<file path="config.mk">
export PLATFORM = sky130hd
export DESIGN_NAME = move_sequence_writer_flat
export DESIGN_NICKNAME = d
export VERILOG_FILES = /design/src/rtl/move_sequence_writer_if.sv /design/src/rtl/move_sequence_writer.sv /design/src/flat_wrapper.sv
export SDC_FILE = /design/constraint.sdc
export NUM_CORES = 1
export LEC_CHECK = 0
export CORE_UTILIZATION = 53
export DETAILED_ROUTE_END_ITERATION = 6
export GPL_TIMING_DRIVEN = 0
export HOLD_SLACK_MARGIN = 0.08
export PLACE_DENSITY_LB_ADDON = 0.15
export SLEW_MARGIN = 25
export SYNTH_ARGS = -nofsm -noshare
export SYNTH_HDL_FRONTEND = slang
export SYNTH_SLANG_ARGS = --single-unit
</file>
<file path="constraint.sdc">
create_clock -name clk -period 4.33 [get_ports clk]
set_input_delay 0.6495 -clock clk [delete_from_list [all_inputs] [get_ports clk]]
set_output_delay 0.6495 -clock clk [all_outputs]
set_load 0.02 [all_outputs]
</file>
<file path="src/rtl/move_sequence_writer_if.sv">
// Host/dmem-facing signal bundle for move_sequence_writer.
// The master side is the host (it drives move codes and the commit/clear
// controls); the slave side is the writer itself.
interface move_sequence_writer_if;
    logic [3:0]  move_in;
    logic        move_valid;
    logic        move_ready;
    logic        commit;
    logic        clear;
    logic        dmem_wren;
    logic [31:0] dmem_addr;
    logic [3:0]  dmem_data;
    logic [5:0]  seq_len;
    logic        seq_ready;
    logic        overflow;
    logic        bad_code;

    modport master (
        output move_in, move_valid, commit, clear,
        input  move_ready, dmem_wren, dmem_addr, dmem_data,
               seq_len, seq_ready, overflow, bad_code
    );

    modport slave (
        input  move_in, move_valid, commit, clear,
        output move_ready, dmem_wren, dmem_addr, dmem_data,
               seq_len, seq_ready, overflow, bad_code
    );
endinterface

</file>
<file path="src/rtl/move_sequence_writer.sv">
// Producer side of the move-code memory: buffers host move codes in a small
// FIFO, streams them into dmem from BASE_ADDR one per cycle, then appends the
// terminator and flags the sequence as ready for the servo sequencer.
// FIFO_DEPTH must be a power of two and at least 2 (pointers wrap naturally).
module move_sequence_writer #(
    parameter logic [31:0] BASE_ADDR  = 32'd25,
    parameter int          MAX_MOVES  = 32,
    parameter int          FIFO_DEPTH = 4,
    parameter logic [3:0]  TERM_CODE  = 4'hF
) (
    input  logic                  clk,
    input  logic                  rst,
    move_sequence_writer_if.slave bus
);
    localparam int PW = $clog2(FIFO_DEPTH);
    localparam int CW = $clog2(FIFO_DEPTH + 1);

    typedef enum logic [1:0] {S_IDLE, S_WRITE, S_TERM, S_DONE} state_t;

    state_t        r_state;
    state_t        w_state_nxt;

    logic [3:0]    r_fifo [FIFO_DEPTH];
    logic [PW-1:0] r_wptr;
    logic [PW-1:0] r_rptr;
    logic [CW-1:0] r_count;
    logic          r_commit_pending;
    logic [5:0]    r_seq_len;
    logic          r_seq_ready;
    logic          r_overflow;
    logic          r_bad_code;
    logic          r_dmem_wren;
    logic [31:0]   r_dmem_addr;
    logic [3:0]    r_dmem_data;

    logic          w_active;
    logic          w_full;
    logic          w_cap_ok;
    logic          w_ready;
    logic          w_cap_block;
    logic          w_accept;
    logic          w_push;
    logic          w_pop;
    logic          w_term;
    logic          w_pending_nxt;
    logic [CW-1:0] w_count_nxt;

    // Handshake qualification, drain/terminator decisions and next state.
    // seq_len + occupancy is the number of moves claimed so far, so the
    // capacity check stays correct while entries are still in flight.
    always_comb begin
        w_state_nxt   = r_state;
        w_active      = (r_state == S_IDLE) || (r_state == S_WRITE);
        w_full        = (r_count == CW'(FIFO_DEPTH));
        w_cap_ok      = ({1'b0, r_seq_len} + 7'(r_count)) < 7'(MAX_MOVES);
        w_ready       = w_active && !w_full && !r_commit_pending && w_cap_ok && !bus.clear;
        w_cap_block   = w_active && !w_full && !r_commit_pending && !w_cap_ok && !bus.clear;
        w_accept      = bus.move_valid && w_ready;
        w_push        = w_accept && (bus.move_in != TERM_CODE);
        w_pop         = w_active && (r_count != '0) && !bus.clear;
        w_term        = w_active && (r_count == '0) && r_commit_pending && !bus.clear;
        w_count_nxt   = r_count + CW'(w_push) - CW'(w_pop);
        w_pending_nxt = r_commit_pending || (w_active && bus.commit);

        if (bus.clear) begin
            w_state_nxt = S_IDLE;
        end else begin
            case (r_state)
                S_IDLE, S_WRITE: begin
                    if (w_term)
                        w_state_nxt = S_TERM;
                    else if ((w_count_nxt != '0) || w_pending_nxt)
                        w_state_nxt = S_WRITE;
                    else
                        w_state_nxt = S_IDLE;
                end
                S_TERM:  w_state_nxt = S_DONE;
                S_DONE:  w_state_nxt = S_DONE;
                default: w_state_nxt = S_IDLE;
            endcase
        end
    end

    // State register.
    always_ff @(posedge clk) begin
        if (!rst)
            r_state <= S_IDLE;
        else
            r_state <= w_state_nxt;
    end

    // FIFO storage; contents are don't-care once the pointers are reset.
    always_ff @(posedge clk) begin
        if (w_push)
            r_fifo[r_wptr] <= bus.move_in;
    end

    // FIFO pointers, dmem write port, length counter and status flags.
    always_ff @(posedge clk) begin
        if (!rst) begin
            r_wptr           <= '0;
            r_rptr           <= '0;
            r_count          <= '0;
            r_commit_pending <= 1'b0;
            r_seq_len        <= '0;
            r_seq_ready      <= 1'b0;
            r_overflow       <= 1'b0;
            r_bad_code       <= 1'b0;
            r_dmem_wren      <= 1'b0;
            r_dmem_addr      <= BASE_ADDR;
            r_dmem_data      <= '0;
        end else if (bus.clear) begin
            // dmem_addr/data keep their last values; old words are simply orphaned.
            r_wptr           <= '0;
            r_rptr           <= '0;
            r_count          <= '0;
            r_commit_pending <= 1'b0;
            r_seq_len        <= '0;
            r_seq_ready      <= 1'b0;
            r_overflow       <= 1'b0;
            r_bad_code       <= 1'b0;
            r_dmem_wren      <= 1'b0;
        end else begin
            r_dmem_wren <= 1'b0;
            if (w_push)
                r_wptr <= r_wptr + 1'b1;
            if (w_pop) begin
                r_rptr      <= r_rptr + 1'b1;
                r_dmem_wren <= 1'b1;
                r_dmem_addr <= BASE_ADDR + 32'(r_seq_len);
                r_dmem_data <= r_fifo[r_rptr];
                r_seq_len   <= r_seq_len + 6'd1;
            end else if (w_term) begin
                r_dmem_wren <= 1'b1;
                r_dmem_addr <= BASE_ADDR + 32'(r_seq_len);
                r_dmem_data <= TERM_CODE;
            end
            r_count <= w_count_nxt;
            if (w_active && bus.commit)
                r_commit_pending <= 1'b1;
            else if (r_state == S_TERM)
                r_commit_pending <= 1'b0;
            if (r_state == S_TERM)
                r_seq_ready <= 1'b1;
            if (bus.move_valid && w_cap_block)
                r_overflow <= 1'b1;
            if (w_accept && (bus.move_in == TERM_CODE))
                r_bad_code <= 1'b1;
        end
    end

    assign bus.move_ready = w_ready;
    assign bus.dmem_wren  = r_dmem_wren;
    assign bus.dmem_addr  = r_dmem_addr;
    assign bus.dmem_data  = r_dmem_data;
    assign bus.seq_len    = r_seq_len;
    assign bus.seq_ready  = r_seq_ready;
    assign bus.overflow   = r_overflow;
    assign bus.bad_code   = r_bad_code;
endmodule

</file>
<file path="src/flat_wrapper.sv">
// flat-port wrapper written by rule: the top's interface ports become plain ports
module move_sequence_writer_flat 
#(
    parameter logic [31:0] BASE_ADDR  = 32'd25,
    parameter int          MAX_MOVES  = 32,
    parameter int          FIFO_DEPTH = 4,
    parameter logic [3:0]  TERM_CODE  = 4'hF
)
  (clk, rst, bus_move_in, bus_move_valid, bus_commit, bus_clear, bus_move_ready, bus_dmem_wren, bus_dmem_addr, bus_dmem_data, bus_seq_len, bus_seq_ready, bus_overflow, bus_bad_code);
  move_sequence_writer_if bus_i ();
  input  logic clk;
  input  logic rst;
  input wire logic [$bits(bus_i.move_in)-1:0] bus_move_in;
  input wire logic [$bits(bus_i.move_valid)-1:0] bus_move_valid;
  input wire logic [$bits(bus_i.commit)-1:0] bus_commit;
  input wire logic [$bits(bus_i.clear)-1:0] bus_clear;
  output wire logic [$bits(bus_i.move_ready)-1:0] bus_move_ready;
  output wire logic [$bits(bus_i.dmem_wren)-1:0] bus_dmem_wren;
  output wire logic [$bits(bus_i.dmem_addr)-1:0] bus_dmem_addr;
  output wire logic [$bits(bus_i.dmem_data)-1:0] bus_dmem_data;
  output wire logic [$bits(bus_i.seq_len)-1:0] bus_seq_len;
  output wire logic [$bits(bus_i.seq_ready)-1:0] bus_seq_ready;
  output wire logic [$bits(bus_i.overflow)-1:0] bus_overflow;
  output wire logic [$bits(bus_i.bad_code)-1:0] bus_bad_code;
  assign bus_i.move_in = bus_move_in;
  assign bus_i.move_valid = bus_move_valid;
  assign bus_i.commit = bus_commit;
  assign bus_i.clear = bus_clear;
  assign bus_move_ready = bus_i.move_ready;
  assign bus_dmem_wren = bus_i.dmem_wren;
  assign bus_dmem_addr = bus_i.dmem_addr;
  assign bus_dmem_data = bus_i.dmem_data;
  assign bus_seq_len = bus_i.seq_len;
  assign bus_seq_ready = bus_i.seq_ready;
  assign bus_overflow = bus_i.overflow;
  assign bus_bad_code = bus_i.bad_code;
  move_sequence_writer #(.BASE_ADDR(BASE_ADDR), .MAX_MOVES(MAX_MOVES), .FIFO_DEPTH(FIFO_DEPTH), .TERM_CODE(TERM_CODE)) u_core (.clk(clk), .rst(rst), .bus(bus_i));
endmodule
</file>
==> flow_summary.toml <==
[status]
status = "complete, no violations"

[setup_path]
critPathArrivalTime_ns = 3.37
cp-start-kind = "input pin"
r2r_slack_ns = 1.41
worstReg2RegStart = "u_core.r_count[1]$_SDFF_PP0_"
regToRegEndpoint = "u_core.r_state[0]$_SDFF_PP0_"
required_ns = 4.54
reg2reg_depth = 11
end_kind = "flop"
path_max_fanout = 8
criticalPathCategory = "in -> reg"

[sta]
finClkSkew_ns = 0.008377
period_needed_ns = 3.162
min_period_over_period = 0.7302
fmax_mhz = 316.3
worstMarginPinSlew_ns = 0.5613
setup_viol = 0
rsz0062_at_grt = "false"
maxSlewHeadroom = 0.6250
fin_setup_tns_ns = 0
hold_viol_final = 0
worst_hold_slack_ns = 0.4739
slew_viol_final = 0

[power]
p_leak_nw = 1.181
power_mw = 0.9210
power_density_nw_per_um2 = 325.7
vdd_drop_max_uv = 276.5

[min_path]
hold_depth = 2
hold_path_end = "u_core.bus.overflow$_SDFFE_PP0P_"
hp-start = "u_core.bus.overflow$_SDFFE_PP0P_"
min_path_type = "reg -> reg"

[global_route]
antenna_found_initial = 0
grt-ovfl-total = 0
grt_pass1_vias = 1359
grt_max_degree = 17
track_usage = 0.1916
grt_pass1_wl_um = 6292

[placement]
dp_hpwl_um = 2998
gp_congestion = 0.8393
port_buffers = 30

[die]
die_h_um = 67.66
core-area_um2 = 4058
initial_core_util = 0.5631
dieArea_um2 = 4577
ioPinCount = 56
rows = 23
fp.dieW_um = 67.66

[synth]
synthTopCellsByArea = "dfxtp_1 (29%), edfxtp_1 (21%), buf_4 (8.2%), ha_1 (4.9%), mux4_2 (3.9%)"
async_flop_share = 0
yosys_warnings = 0
ys_seq_area_frac = 0.4995
ys.flop_type = "dfxtp_1"
syn_area_um2 = 2285
avgSynthCellArea_um2 = 10.53
synth_top_cell_area_share = 0.2892
ys_seq_elements = 49
synth_top_area_cell = "dfxtp_1"
synth-edff-count = 16
synth_cell_types = 39
syn_inst = 217

[clocking]
clk_path_buf_depth = 2
cts.sinks = 49
holdBufCountCts = 0
post-cts-setup-buffer-count = 0
tritoncts = "yes"
cts-buffers-inserted = 5
cts_resized = 0
cts_root_buf = "clkbuf_8"
insertion_delay_ns = 0.31
clk_pin_slew_ns = 0.09
htreeDepth = 2

[run]
maxCapViolCount = 0

[detailed_routing]
ant_nets = 0
wl_per_cell_um = 11.88
routed.top_layer = "met4"
vias = 1585
drc = 0
drt-met1-wl_um = 1775
drt_iter0_drc = 115
dr.pass1.iters = 4
totalWireLength_um = 3908
wl_met2_um = 1882
vias_per_cell = 4.818
wl_met3_um = 180

[finish]
antenna_cells = 0
syn2layout_area_growth_pct = 23.77
utilization = 0.6969
fin_nets = 297
layout-drive-gt1-share = 0.1541
worst max-delay path: stages:
cell and delay (ns):
clkdlybuf4s50_1 0.48, nor2_1 0.34, nand2_1 0.23, clkinv_1 0.23
ha_1 0.26, inv_1 0.06, ha_1 0.13, inv_1 0.05
fa_1 0.40, xor2_1 0.16, xnor2_1 0.14, a211oi_1 0.24
power breakdown:
| group | internal [mW] | switching [mW] | total [mW] |
|---|---|---|---|
| Combinational | 0.0702 | 0.0836 | 0.154 |
| Sequential | 0.490 | 0.0113 | 0.501 |
| Clock | 0.114 | 0.152 | 0.266 |
layer usage:
layer  GRT usage  up-vias
met3     0.05405        7
li1            -      824
met5           0        -
met4     0.08245        0
met2      0.3082       38
met1      0.2385      716
worst max-delay path by stage:
| stage | from | end | depth (start not counted) |
|---|---|---|---|
| after floorplan | bus_clear | u_core.r_state[0]$_SDFF_PP0_ | 9 |
| after global placement | bus_clear | u_core.r_state[0]$_SDFF_PP0_ | 12 |
| after detailed placement | bus_clear | u_core.r_state[0]$_SDFF_PP0_ | 12 |
| after CTS | bus_clear | u_core.r_state[0]$_SDFF_PP0_ | 12 |
| after global routing | bus_clear | u_core.r_state[0]$_SDFF_PP0_ | 12 |
| final | bus_clear | u_core.r_state[0]$_SDFF_PP0_ | 12 |
stage by stage:
| step | cells | worst slack (ns) | instance area (µm²) |
|---|---|---|---|
| after floorplan | 241 | 1.608 | 2375 |
| after global placement | 321 | 0.8869 | 2738 |
| after detailed placement | 321 | 0.8879 | 2738 |
| after CTS | 329 | 1.196 | 2828 |
| after global routing | 329 | 1.015 | 2828 |
| final | 329 | 1.168 | 2828 |
registers in the layout (all words and copies together) (netlist names), 2 cells and up, named ones only:
register              count
u_core.r_state            2
u_core.r_rptr             2
u_core.r_fifo            16
u_core.bus.dmem_addr      7
u_core.bus.seq_len        6
u_core.r_count            3
u_core.bus.dmem_data      4
u_core.r_wptr             2
cells in the mapped netlist (3+ instances only):
library cell and instances:
dfxtp_1 33, buf_4 25, nor2_1 24, edfxtp_1 16, ha_1 9, inv_1 9
nand2_1 9, nand3_1 9, nor3_1 9, xnor2_1 9, a21oi_1 8, clkbuf_1 6
and3_1 5, nor3b_1 5, mux4_2 4, xor2_1 4, o211ai_1 3, o21ai_1 3
cell type report:
cell class,instances,area [µm²]
clock buffers,5,68.82
multi-input cells,150,980.9
clock inverters,3,21.27
repair buffers,30,300.3
fillers,338,1230
flip-flops and latches,49,1141
well taps,50,62.56
inverters,10,37.54
plain buffers,32,215.2
cells in the final DEF, fill, tap and decap left out, types with 3 or more instances in the layout:
master and instances:
dfxtp_1 33, clkdlybuf4s50_1 30, buf_4 25, conb_1 25
nor2_1 24, edfxtp_1 16, inv_1 9, nor3_1 9
nand3_1 9, nand2_1 9, xnor2_1 9, ha_1 9
a21oi_1 8, clkbuf_1 6, nor3b_1 5, and3_1 5
clkbuf_8 5, xor2_1 4, mux4_2 4, o21ai_1 3
o211ai_1 3
cells by family (layout without fill, tap and decap cells):
| logic type | after synthesis | count (layout) | share of synthesized area |
|---|---|---|---|
| adder cells (fa/ha/maj) | 10 | 10 | 0.05805 |
| flip-flops | 49 | 49 | 0.4995 |
| XOR/XNOR | 13 | 13 | 0.04984 |
| multiplexers | 6 | 6 | 0.04819 |
| AO/OA/AOI/OAI | 23 | 23 | 0.06517 |
| AND/OR/NAND/NOR | 73 | 73 | 0.1670 |
| other | 1 | 25 | 0.001641 |
| buffers and inverters | 42 | 80 | 0.1106 |
No activity file was read; power rests on OpenSTA's default activity.
